### src/rtl/lsu_pkg.sv
// rtl/lsu_pkg.sv - shared size codes and FSM state type for the data load-store unit
package lsu_pkg;

    localparam logic [2:0] LDST_B  = 3'd0;
    localparam logic [2:0] LDST_H  = 3'd1;
    localparam logic [2:0] LDST_W  = 3'd2;
    localparam logic [2:0] LDST_BU = 3'd4;
    localparam logic [2:0] LDST_HU = 3'd5;

    typedef enum logic [1:0] {
        IDLE = 2'd0,
        REQ  = 2'd1,
        DONE = 2'd2
    } lsu_state_t;

endpackage

### src/rtl/lsu_load_formatter.sv
// rtl/lsu_load_formatter.sv - selects and extends the addressed byte/half of a loaded word
module lsu_load_formatter
    import lsu_pkg::*;
(
    input  logic [31:0] word_i,
    input  logic [2:0]  size_i,
    input  logic [1:0]  off_i,
    output logic [31:0] result_o
);

    logic [7:0]  byte_sel;
    logic [15:0] half_sel;

    // Lane selection by address offset, then sign/zero extension by size code;
    // unknown size codes fall through to the full word.
    always_comb begin
        case (off_i)
            2'd0:    byte_sel = word_i[7:0];
            2'd1:    byte_sel = word_i[15:8];
            2'd2:    byte_sel = word_i[23:16];
            default: byte_sel = word_i[31:24];
        endcase
        half_sel = off_i[1] ? word_i[31:16] : word_i[15:0];
        case (size_i)
            LDST_B:  result_o = {{24{byte_sel[7]}}, byte_sel};
            LDST_BU: result_o = {24'h0, byte_sel};
            LDST_H:  result_o = {{16{half_sel[15]}}, half_sel};
            LDST_HU: result_o = {16'h0, half_sel};
            default: result_o = word_i;
        endcase
    end

endmodule

### src/rtl/data_lsu.sv
// rtl/data_lsu.sv - load-store unit: one aligned memory access per core request, stall and watchdog
module data_lsu
    import lsu_pkg::*;
#(
    parameter int TIMEOUT_CYCLES = 0,
    parameter int CNT_W          = 8
) (
    input  logic        clk_i,
    input  logic        rst_i,
    input  logic        core_req_i,
    input  logic        core_we_i,
    input  logic [2:0]  core_size_i,
    input  logic [31:0] core_addr_i,
    input  logic [31:0] core_wd_i,
    output logic [31:0] core_rd_o,
    output logic        core_stall_o,
    output logic        core_fault_o,
    output logic        mem_req_o,
    output logic        mem_we_o,
    output logic [3:0]  mem_be_o,
    output logic [31:0] mem_addr_o,
    output logic [31:0] mem_wd_o,
    input  logic [31:0] mem_rd_i,
    input  logic        mem_ready_i
);

    localparam logic [CNT_W-1:0] CNT_LAST =
        (TIMEOUT_CYCLES > 0) ? CNT_W'(TIMEOUT_CYCLES - 1) : '0;

    lsu_state_t        state_q, state_d;
    logic              mem_we_q, mem_we_d;
    logic [3:0]        mem_be_q, mem_be_d;
    logic [31:0]       mem_addr_q, mem_addr_d;
    logic [31:0]       mem_wd_q, mem_wd_d;
    logic [2:0]        size_q, size_d;
    logic [1:0]        off_q, off_d;
    logic [31:0]       core_rd_q, core_rd_d;
    logic              fault_q, fault_d;
    logic [CNT_W-1:0]  cnt_q, cnt_d;

    logic [3:0]        st_be;
    logic [31:0]       st_wd;
    logic [31:0]       load_fmt;
    logic              expire;

    lsu_load_formatter u_fmt (
        .word_i   (mem_rd_i),
        .size_i   (size_q),
        .off_i    (off_q),
        .result_o (load_fmt)
    );

    // Store lane placement: data replicated across lanes, byte enables pick the target lanes.
    always_comb begin
        case (core_size_i)
            LDST_B: begin
                st_be = 4'b0001 << core_addr_i[1:0];
                st_wd = {4{core_wd_i[7:0]}};
            end
            LDST_H: begin
                st_be = core_addr_i[1] ? 4'b1100 : 4'b0011;
                st_wd = {2{core_wd_i[15:0]}};
            end
            default: begin
                st_be = 4'b1111;
                st_wd = core_wd_i;
            end
        endcase
    end

    assign expire = (TIMEOUT_CYCLES != 0) && (cnt_q == CNT_LAST);

    // Transaction FSM: latch the request in IDLE, wait for ready (or watchdog) in REQ,
    // give the core one unstalled cycle in DONE.
    always_comb begin
        state_d    = state_q;
        mem_we_d   = mem_we_q;
        mem_be_d   = mem_be_q;
        mem_addr_d = mem_addr_q;
        mem_wd_d   = mem_wd_q;
        size_d     = size_q;
        off_d      = off_q;
        core_rd_d  = core_rd_q;
        fault_d    = 1'b0;
        cnt_d      = cnt_q;
        case (state_q)
            IDLE: begin
                if (core_req_i) begin
                    state_d    = REQ;
                    mem_we_d   = core_we_i;
                    mem_addr_d = {core_addr_i[31:2], 2'b00};
                    mem_be_d   = core_we_i ? st_be : 4'b1111;
                    mem_wd_d   = core_we_i ? st_wd : 32'h0;
                    size_d     = core_size_i;
                    off_d      = core_addr_i[1:0];
                    cnt_d      = '0;
                end
            end
            REQ: begin
                if (mem_ready_i) begin
                    if (!mem_we_q) begin
                        core_rd_d = load_fmt;
                    end
                    state_d = DONE;
                    cnt_d   = '0;
                end else if (expire) begin
                    core_rd_d = 32'h0;
                    fault_d   = 1'b1;
                    state_d   = DONE;
                    cnt_d     = '0;
                end else begin
                    cnt_d = cnt_q + 1'b1;
                end
            end
            default: begin
                state_d = IDLE;
            end
        endcase
    end

    // State registers with asynchronous active-low reset.
    always_ff @(posedge clk_i or negedge rst_i) begin
        if (!rst_i) begin
            state_q    <= IDLE;
            mem_we_q   <= 1'b0;
            mem_be_q   <= 4'h0;
            mem_addr_q <= 32'h0;
            mem_wd_q   <= 32'h0;
            size_q     <= 3'h0;
            off_q      <= 2'h0;
            core_rd_q  <= 32'h0;
            fault_q    <= 1'b0;
            cnt_q      <= '0;
        end else begin
            state_q    <= state_d;
            mem_we_q   <= mem_we_d;
            mem_be_q   <= mem_be_d;
            mem_addr_q <= mem_addr_d;
            mem_wd_q   <= mem_wd_d;
            size_q     <= size_d;
            off_q      <= off_d;
            core_rd_q  <= core_rd_d;
            fault_q    <= fault_d;
            cnt_q      <= cnt_d;
        end
    end

    assign core_stall_o = core_req_i & (state_q != DONE);
    assign mem_req_o    = (state_q == REQ);
    assign mem_we_o     = mem_we_q;
    assign mem_be_o     = mem_be_q;
    assign mem_addr_o   = mem_addr_q;
    assign mem_wd_o     = mem_wd_q;
    assign core_rd_o    = core_rd_q;
    assign core_fault_o = fault_q;

endmodule

### config.mk
export PLATFORM = sky130hd
export DESIGN_NAME = data_lsu
export DESIGN_NICKNAME = d
export VERILOG_FILES = /design/src/rtl/lsu_pkg.sv /design/src/rtl/lsu_load_formatter.sv /design/src/rtl/data_lsu.sv
export SDC_FILE = /design/constraint.sdc
export NUM_CORES = 1
export LEC_CHECK = 0
export CORE_MARGIN = 3
export CORE_UTILIZATION = 43
export DETAILED_ROUTE_END_ITERATION = 8
export PLACE_DENSITY = 0.88
export SYNTH_ARGS = -nofsm -noshare
export SYNTH_HDL_FRONTEND = slang
export SYNTH_SLANG_ARGS = --single-unit
### constraint.sdc
create_clock -name clk_i -period 2.2 [get_ports clk_i]
set_input_delay 0.33 -clock clk_i [delete_from_list [all_inputs] [get_ports clk_i]]
set_output_delay 0.33 -clock clk_i [all_outputs]
set_load 0.02 [all_outputs]
### After elaboration in Yosys (flattened, before gate mapping)

Index checks and enable logic that the tools add are counted.

| word-level totals | value |
|---|---|
| register bits | 106 |
| output and inout port bits | 104 |

| operators by class | value |
|---|---|
| equal/unequal tests | 10 |
| shift-type cells | 1 |
| muxes and demuxes | 11 |
| bitwise logic cells | 2 |
| reduce and logical (&&, ||, !) cells | 7 |

Operators with widths:

| cell | count |
|---|---|
| one-hot mux 32 bit (4 select lines) | 1 |
| one-hot mux 32 bit (2 select lines) | 1 |
| two-way mux 32 bit | 1 |
| one-hot mux 8 bit (3 select lines) | 1 |
| two-way mux 16 bit | 1 |
| two-way mux 4 bit | 2 |
| one-hot mux 4 bit (2 select lines) | 1 |
| equality test 3 x 1 -> 1 bit, second input constant | 2 |
| equality test 3 bit, second input constant | 2 |
| logical NOT 3 bit | 2 |
| equality test 2 x 1 -> 1 bit, second input constant | 2 |
| logical NOT 2 bit | 2 |
| two-way mux 2 bit | 2 |
| != test 2 bit, second input constant | 2 |
| one-hot mux 2 bit (2 select lines) | 1 |
| AND reduction 2 bit | 2 |
| << shifter 1 x 2 -> 4 bit, first input constant | 1 |
| AND reduction 3 bit | 1 |
| equality test 2 bit, second input constant | 1 |
| != test 2 x 1 -> 1 bit, second input constant | 1 |
| bitwise AND 1 bit | 1 |
| inverter 1 bit | 1 |

### Logic depth before layout (Yosys ltp)

Gate-level depths: netlist of run 1.

| depth | value |
|---|---|
| depth after elaboration | 3 |
| gate-level depth with buffers | 6 |
| mapped depth without buffers | 4 |

### By module

A second synthesis of run 1 with hierarchy kept.

| second synthesis, totals | value |
|---|---|
| cells, all modules | 543 |
| area total of the unflattened synthesis | 5490.3 um^2 |

Modules (own cells, without submodules):

| module | instances | cells an instance | area each (um^2) | seq. area each (um^2) |
|---|---|---|---|---|
| data_lsu | 1 | 410 | 4520.6 | 2652.5 |
| lsu_load_formatter | 1 | 133 | 969.7 | 0.0 |

### Worst setup path before layout of run 1

OpenSTA, ideal clock, no wires.

| timing path | value |
|---|---|
| path kind | reg2reg |
| start point | register mem_we_q, in the netlist mem_we_o |
| end point | register core_rd_q[20], in the netlist core_rd_o[20] |
| data arrival time | 1.634 ns |
| required time | 2.135 ns |
| slack | 0.500 ns |
| stages on the path, launching flop included | 7 |
| path through | dfrtp_1 and4bb_1 nand2b_1 buf_6 a2111o_1 buf_6 nand2_1 |

| between the ends | value |
|---|---|
| cells in the longest elaborated chain, start to end | 2 |

RTL lines:

| what | RTL line | source |
|---|---|---|
| start: declaration | data_lsu.sv:31 | `logic mem_we_q, mem_we_d;` |
| start signal: assignment | data_lsu.sv:136 | `mem_we_q <= mem_we_d;` |
| inverter 1 bit (no line) | -- |  |
| AND reduction 3 bit (no line) | -- |  |
| end signal: assignment | data_lsu.sv:142 | `core_rd_q <= core_rd_d;` |
| end: declaration | data_lsu.sv:37 | `logic [31:0] core_rd_q, core_rd_d;` |

No other way between the ends.
A chain may end at the register's enable or synchronous reset.

### Worst setup path after layout of run 1

| timing path | value |
|---|---|
| start point | input core_req_i |
| end point | output core_stall_o |

| between the ends | value |
|---|---|
| cells in the longest elaborated chain, start to end | 1 |

RTL lines:

| what | RTL line | source |
|---|---|---|
| start: declaration | data_lsu.sv:10 | `input logic core_req_i,` |
| bitwise AND 1 bit | data_lsu.sv:148 | `assign core_stall_o = core_req_i & (state_q != DONE);` |
| end: declaration | data_lsu.sv:16 | `output logic core_stall_o,` |

No other way between the ends.

==> summary by stage, run 1 <==
Layout
The number of antenna diodes in the final layout is 0. The final design utilization is between 60% and 70%. The final layout net count is 855. From synthesis to final layout, the design area changed by 52.2%. Cells with a size suffix above 1 make up 7.94% of the layout.

Clocking
The count of instances resized after the clock tree is built is 0. The clock latency at the later pin of the worst-skew pair is 0.34 ns. The clock tree synthesis step divided the H-tree into 3 levels.

The number of buffers inserted for hold repair after clock tree synthesis is 1. In this run, CTS created clock tree buffers numbering 9. The tree is rooted in a sky130_fd_sc_hd__clkbuf_16. The maximum buffer depth of the clock tree is 2.

The clock edge transition at the registers on the reported setup and hold paths is 0.07 ns. The count of buffers added by post-CTS timing repair for setup is 0. TritonCTS built the clock tree. The clock net in this run drives a total of 106 sinks.

Synth
The top cell type by total area after synthesis is sky130_fd_sc_hd__dfrtp_1. The total number of yosys warnings is 0. The register area share after synthesis is 54.2%. The number of different library cells used by synthesis comes to 37.

The flop and latch count out of synthesis is 106. In the synthesized netlist the dominant register cell turns out to be sky130_fd_sc_hd__dfrtp_1. Counting flops with a built-in enable in the synthesized netlist gives 0. The fraction of synthesis flops using an asynchronous set or reset pin is 100%.

The post-synthesis instance total is approximately 550. After synthesis, the cell types taking the most area are sky130_fd_sc_hd__dfrtp_1, sky130_fd_sc_hd__nand2_1, sky130_fd_sc_hd__o21ai_0. The cell area that synthesis handed to floorplanning was 4890 µm². The share of Yosys cell area claimed by the top area cell type is a little over half. The per-instance average area after synthesis is 8.85 µm².

Drt
The detailed-route DRC error count is 0. The sum of routed wire length over all layers is 15.4 mm. In this run, the number of DRC markers left after iteration 0 of detailed routing was 298. After detailed routing, the number of vias per cell comes to 5.29. Detailed routing inserted a total of 4743 vias.

In this run the remaining antenna-violating nets after routing total 0. After detailed routing, the average wire length per cell comes to between 15 and 20 µm. The detailed-routing iteration count for the pre-antenna-repair pass is 4.

Power
In this run, the clock network consumes between 15 and 20% of the power. The cell-internal power is 5740 µW. Dividing total power by cell area gives a power density of 1250 nW/µm². The sequential share of power is 35.0%. In this run the power spent charging and discharging nets is 3540 µW. Per report_power, the combinational group accounts for 47.3% of the total. The analysis attributes to cell leakage a power of between 0.003 and 0.004 µW. The peak supply drop is 0.673 mV. The switching power as a share of total power is 38.2%.

STA
The highest achievable clock rate is 0.506 GHz. The worst path uses 89.8% of the clock period. The worst max-slew margin expressed relative to the limit is 62.3%. The tightest hold path in the finished design has a slack of between 0.4 and 0.5 ns. The worst path in the final design needs a cycle of 1.98 ns, including I/O delays and setup. Setup repair after global routing left no endpoint under its margin. The worst clock skew is 0.00809 ns. For the final routed database, the setup TNS stands at 0 ns. Setup violations remaining at the end of the flow were counted as 0. The actual slew at the worst max-slew pin is between 0.5 and 0.6 ns. The total count of hold-check failures in the final report is 0. The total count of max-transition violations in the final report is 0.

Worst setup path
The register-to-register path setup slack is 0.27 ns. STA classifies the critical path startpoint as an input port. Measured in cells, the most critical reg-to-reg path has a length of 4.

The required time of the worst setup path is 1.87 ns. The path type of the worst setup path is in -> out. The launch point of the worst reg-to-reg path is size_q[0]. Data arrives at the worst endpoint at between 1.5 and 2 ns. Along the worst path, the maximum fanout reaches 3. The worst setup path is captured at an output pin. The endpoint identified for the worst register-to-register timing path is core_rd_o[1].

Floorplan
Pin placement for this block handled 208 I/O pins. The floorplan has 38 rows. The x dimension of the die is 113 µm.

The full die area is around 13000 µm². The effective utilization at floorplan is between 40 and 50%. The area of the core is between 10000 and 15000 µm². The y dimension of the die is between 100 and 150 µm.

Placement
The final weighted congestion in routability-driven placement is a little under 0.9. The wire-length estimate of the detail-placed layout is 11.7 mm. The number of buffers added on ports is 204.

Worst hold path
Along the worst hold path, the cell count comes to 2. The classification of the worst-slack hold path is reg -> reg. In this run the most critical hold path is launched from mem_addr_o[12]. The end of the worst hold path is mem_addr_o[12].

GRT
The number of antenna violations at the first check in global routing is 0. The met2 routing resource usage after global routing is 40.5%. Global routing used 29.8% of the available met1 tracks. The via count of the first global-routing pass is 5018.

met2 is the most crowded layer. The overflow left after global routing is 0. In the global route stage, overall resource usage came out at 24.5%.

The maximum number of pins on one net before global-route repair is 70. Global routing used 7.87% of the available met3 tracks. The first global-routing pass estimated ~25 mm of wire.

Run
The count of max-cap constraint violations is 0.

Status
The flow ran to the end, and the final reports show no timing, DRC or antenna violations.
[flip-flops by register name, summed over array words and instances, names as in the netlist]
name and cells:
size_q 3, off_q 2, mem_be_o 4, core_rd_o 32, mem_we_o 1, state_q 2, mem_addr_o 30, mem_wd_o 32
[worst max-delay path by stage]
stage                      startpoint            end  cells after the start
after floorplan              mem_we_o  core_rd_o[20]                      6
after global placement    mem_ready_i   core_rd_o[5]                      5
after detailed placement  mem_ready_i   core_rd_o[2]                      5
after CTS                  core_req_i   core_stall_o                      3
after global routing        size_q[0]   core_rd_o[1]                      4
final                      core_req_i   core_stall_o                      3
[stage by stage]
stage	total power, µW	instance area, µm²	instances	worst slack [ns]
after floorplan	5420	4900	555	0.500
after global placement	7520	7130	879	0.150
after detailed placement	7680	7130	879	0.0632
after CTS	9360	7440	896	0.214
after global routing	9840	7440	896	0.115
final	9280	7440	896	0.224
[cells by family (layout without fill, tap and decap cells)]
family / after synthesis / after routing / share of synthesized area, %
AO/OA/AOI/OAI: 92 / 92 / 10.9
buffers and inverters: 41 / 242 / 3.76
flip-flops: 106 / 106 / 54.2
multiplexers: 34 / 34 / 7.42
other: 1 / 3 / 0.0767
AND/OR/NAND/NOR: 279 / 279 / 23.6
[power by group through the flow]
stage / clock network, µW / logic (µW) / registers [µW]
3_3_place_gp: 0 / 4280 / 3240
5_1_grt: 1750 / 4740 / 3350
2_1_floorplan: 0 / 1390 / 4030
3_5_place_dp: 0 / 4410 / 3270
4_1_cts: 1680 / 4430 / 3250
6_report: 1640 / 4390 / 3250
[cells in the mapped netlist (2+ instances only)]
cell type / number
sky130_fd_sc_hd__nand2b_1: 4
sky130_fd_sc_hd__a31oi_1: 7
sky130_fd_sc_hd__a21oi_1: 12
sky130_fd_sc_hd__clkbuf_1: 27
sky130_fd_sc_hd__mux2_2: 8
sky130_fd_sc_hd__inv_1: 2
sky130_fd_sc_hd__buf_6: 2
sky130_fd_sc_hd__nor2_1: 12
sky130_fd_sc_hd__dfrtp_1: 106
sky130_fd_sc_hd__nand3_1: 8
sky130_fd_sc_hd__o21ai_0: 58
sky130_fd_sc_hd__buf_4: 3
sky130_fd_sc_hd__nor2b_1: 2
sky130_fd_sc_hd__o221a_2: 6
sky130_fd_sc_hd__nor3_1: 6
sky130_fd_sc_hd__or2_2: 6
sky130_fd_sc_hd__mux2i_1: 25
sky130_fd_sc_hd__buf_2: 3
sky130_fd_sc_hd__buf_1: 4
sky130_fd_sc_hd__nand2_1: 226
sky130_fd_sc_hd__nor3b_1: 2
sky130_fd_sc_hd__and3_1: 2
sky130_fd_sc_hd__nand3b_1: 8
[per-layer routing]
metal | vias up | wire length [µm]
li1 | 2214 | -
met1 | 2287 | 5860
met2 | 208 | 7620
met3 | 34 | 1440
met4 | 0 | 460
met5 | - | 0
[layout by cell type, fill, tap and decap left out, drive strengths merged, types with 2 or more instances in the layout]
cell           synthesis  layout
dfrtp                106     106
clkdlybuf4s50          0     203
mux2                   8       8
nor2b                  2       2
a31oi                  7       7
nor3b                  2       2
clkinvlp               0       2
o221a                  6       6
nand2b                 4       4
buf                   12      20
nor2                  12      12
mux2i                 25      25
nand3                  8       8
inv                    2       2
a21oi                 12      12
and3                   2       2
clkbuf                27      12
conb                   1       3
or2                    6       6
nor3                   7       7
nand3b                 8       8
nand2                226     226
o21ai                 59      59
[cell type report]
type                       count  area [µm²]
fill                         873        3540
sequential                   106        2650
timing repair buffer         224        2230
multi-input combinational    408        2070
clock buffer                  12         256
tap                          140         175
clock inverter                 4        50.0
inverter                       2        7.51
[critical path, stage by stage]
cell                              delay [ns]
sky130_fd_sc_hd__clkdlybuf4s50_1        0.51
sky130_fd_sc_hd__a21boi_0               0.18
sky130_fd_sc_hd__clkdlybuf4s50_1        0.63
No activity file was read; power rests on OpenSTA's default activity.
==> inputs of run 2 (changes only) <==
==> constraint.sdc (replaced) <==
create_clock -name clk_i -period 2.2 [get_ports clk_i]
set_input_delay 0.44 -clock clk_i [delete_from_list [all_inputs] [get_ports clk_i]]
set_output_delay 0.44 -clock clk_i [all_outputs]
set_load 0.02 [all_outputs]
==> summary by stage, run 2 (same netlist as run 1, synthesis figures left out) <==
Status
The flow ran to the end, and the final reports show no timing, DRC or antenna violations.

GRT
The first-pass GRT wire length was 24.6 mm (-1.6%). The maximum number of pins on one net before global-route repair is 70 (unchanged). The combined global-route utilization of all metal layers came to 24.3% (-0.21 points). The number of antenna violations at the first check in global routing came to 0 (unchanged). The overflow left after global routing is 0 (unchanged). The via count of the first global-routing pass is 4852 (-3.3%).

Worst setup path
The register-to-register path setup slack is 0.42 ns (+0.15 ns). The required time of the worst setup path came to 1.76 ns (-0.11 ns). The launch point of the worst reg-to-reg path is off_q[1]. The largest stage delay on the critical path is 0.63 ns (about the same).

The logic depth of the worst register-to-register path is 4 (unchanged). STA classifies the critical path startpoint as a flop. The largest fanout on the critical path is 4 (+1). The worst setup path is of the reg -> out kind. The signal on the critical path passes through inv_1 -> nor2_1 -> clkdlybuf4s50_1.

The category of the worst setup path capture point is an output pin. The arrival time at the worst endpoint was 1.58 ns (-0.07 ns). On the critical path, the stage with the largest delay is an instance of sky130_fd_sc_hd__clkdlybuf4s50_1. The endpoint identified for the worst register-to-register timing path is core_rd_o[21].

STA
The share of the clock period used by the worst path is 91.8% (+1.9 points). The final critical path time including I/O delays and setup is 2.02 ns (+0.0428 ns). The total count of hold-check failures in the final report was 0 (unchanged). The worst max-slew margin expressed relative to the limit came to 62.9% (+0.52 points). The total count of max-transition violations in the final report is 0 (unchanged).

The setup-violating endpoint count in the final report is 0 (unchanged). The final hold slack was 0.0368 ns (-0.439 ns). The actual slew at the worst max-slew pin was 0.553 ns (-0.0116 ns). The worst clock skew came to 0.00817 ns (+0.0000713 ns). Setup repair after global routing left no endpoint under its margin. The sum of negative setup slack was 0 ns (unchanged). The highest achievable clock rate is 0.495 GHz (-2.1%).

Drt
The detailed-routed wire length on met2 is 7.40 mm (-3.0%). The routed length on met1 came to 5.92 mm (+1.0%). The wire length on met3 is 1.52 mm (+5.7%). The sum of routed wire length over all layers is 15.4 mm (+0.14%). The detailed-routing iteration count for the pre-antenna-repair pass is 5 (+1). The detailed-route DRC error count is 0 (unchanged). The routed wirelength normalized by instance count is 17.1 µm (-0.31%).

The number of design-rule violations left by the first detailed-router iteration was 375 (+26%). The post-detailed-route count of antenna-violating nets came to 0 (unchanged). The via-per-instance ratio came to 5.34 (+0.81%). The via count was 4803 (+1.3%). Routed signal wires occupy layers up through met4.

Placement
The number of buffers added on ports was 204 (unchanged). The final weighted congestion in routability-driven placement is 0.900 (+1.2%). The half-perimeter wire length after detailed placement was 11.7 mm (-0.10%).

Floorplan
The number of placed I/O pins is 208 (unchanged). The effective utilization at floorplan is 44.5% (unchanged). The area of the core is 11000 µm² (unchanged).

The total number of placement rows was 38 (unchanged). The full die area is 12700 µm² (unchanged). The y dimension of the die is 113 µm (unchanged). The x dimension of the die is 113 µm (unchanged).

Worst hold path
The classification of the worst-slack hold path is in -> async.

Layout
From synthesis to final layout, the design area changed by 52.9%. Leaving out fill and tap cells, the most frequent cell in the layout is sky130_fd_sc_hd__nand2_1. The fill cell total of the finished layout is 859 (-1.6%).

The final layout net count is 859 (+0.47%). The antenna diode instance count is 0 (unchanged). The ratio of cells with drive above 1 in the final layout is 8.68% (+0.75 points). Leaving out fill and tap cells, the most frequent cells in the layout are sky130_fd_sc_hd__nand2_1, sky130_fd_sc_hd__clkdlybuf4s50_1, sky130_fd_sc_hd__dfrtp_1.

Clocking
The cell sitting at the root of the clock tree is a sky130_fd_sc_hd__clkbuf_16. The TritonCTS buffer count was 9 (unchanged). The clock edge transition at the registers on the reported setup and hold paths is 0.07 ns (about the same). The clock sink count is 106 (unchanged). The deepest level of the CTS H-tree is 3 (unchanged).

TritonCTS built the clock tree. The clock latency at the later pin of the worst-skew pair is 0.34 ns (about the same). The count of buffers added by post-CTS timing repair for setup was 0 (unchanged). The maximum buffer depth of the clock tree is 2 (unchanged).

Run
The count of max-cap constraint violations is 0 (unchanged).

Power
The peak supply drop is 0.717 mV (+6.6%). The leakage power is 0.00333 µW (+0.77%). The power density over the cells is 1250 nW/µm² (+0.30%).
run 2: cell types whose count changed in the layout (fill, tap and decap cells not counted), sizes merged:
cell           change
buf                +5
clkbuf             -1
clkdlybuf4s50      -1
clkinv             +1
dlygate4sd2        +1
dlygate4sd3        -1
run 2: how the worst max path moves through the flow:
stage,from,end,cells past startpoint
floorplan,mem_we_o,core_rd_o[20],6
global placement,core_req_i,core_stall_o,3
detailed placement,core_req_i,core_stall_o,3
CTS,state_q[0],mem_req_o,3
global route,state_q[0],mem_req_o,3
finish,state_q[0],mem_req_o,3
run 2: final cells by class:
type	instances	area [µm²]	share of cell area [%]
clock buffer	11	253	3.38
clock inverter	5	62.6	0.836
inverter	2	7.51	0.100
multi-input combinational	408	2070	27.7
sequential	106	2650	35.5
tap	140	175	2.34
timing repair buffer	228	2260	30.2
run 2: metal layers:
| metal | global-route usage [%] | vias to the layer above |
|---|---|---|
| li1 | - | 2231 |
| met2 | 39.8 | 253 |
| met3 | 6.79 | 52 |
| met5 | 0 | - |
| met4 | 11.1 | 0 |
| met1 | 29.9 | 2267 |
run 2: repair_timing:
action,4_1_cts,5_1_grt
setup endpoints to repair,1,0
hold endpoints to repair,0,0
hold buffers,0,0
resized for setup,1,0
run 2: report_power, final:
part           switching, µW  internal [µW]
Clock                    720            949
Combinational           2350           2080
Sequential               529           2720
run 2: critical path, delay by kind of cell, from the launching register on:
kind / cells / cell delay [ns]
buffers and inverters: 2 / 0.71
DFF: 1 / 0.40
and+or+nand+nor: 1 / 0.13
run 2: metrics by stage:
| stage | cell area, µm² | setup slack [ns] | total power, µW | util (%) | std cells |
|---|---|---|---|---|---|
| after global routing | 7480 | 0.0894 | 9880 | 68.1 | 900 |
| after global placement | 7170 | 0.0238 | 7540 | 65.2 | 884 |
| final | 7480 | 0.181 | 9350 | 68.1 | 900 |
| after detailed placement | 7170 | 0.00163 | 7710 | 65.2 | 884 |
| after CTS | 7480 | 0.155 | 9410 | 68.1 | 900 |
| after floorplan | 4900 | 0.500 | 5420 | - | 555 |
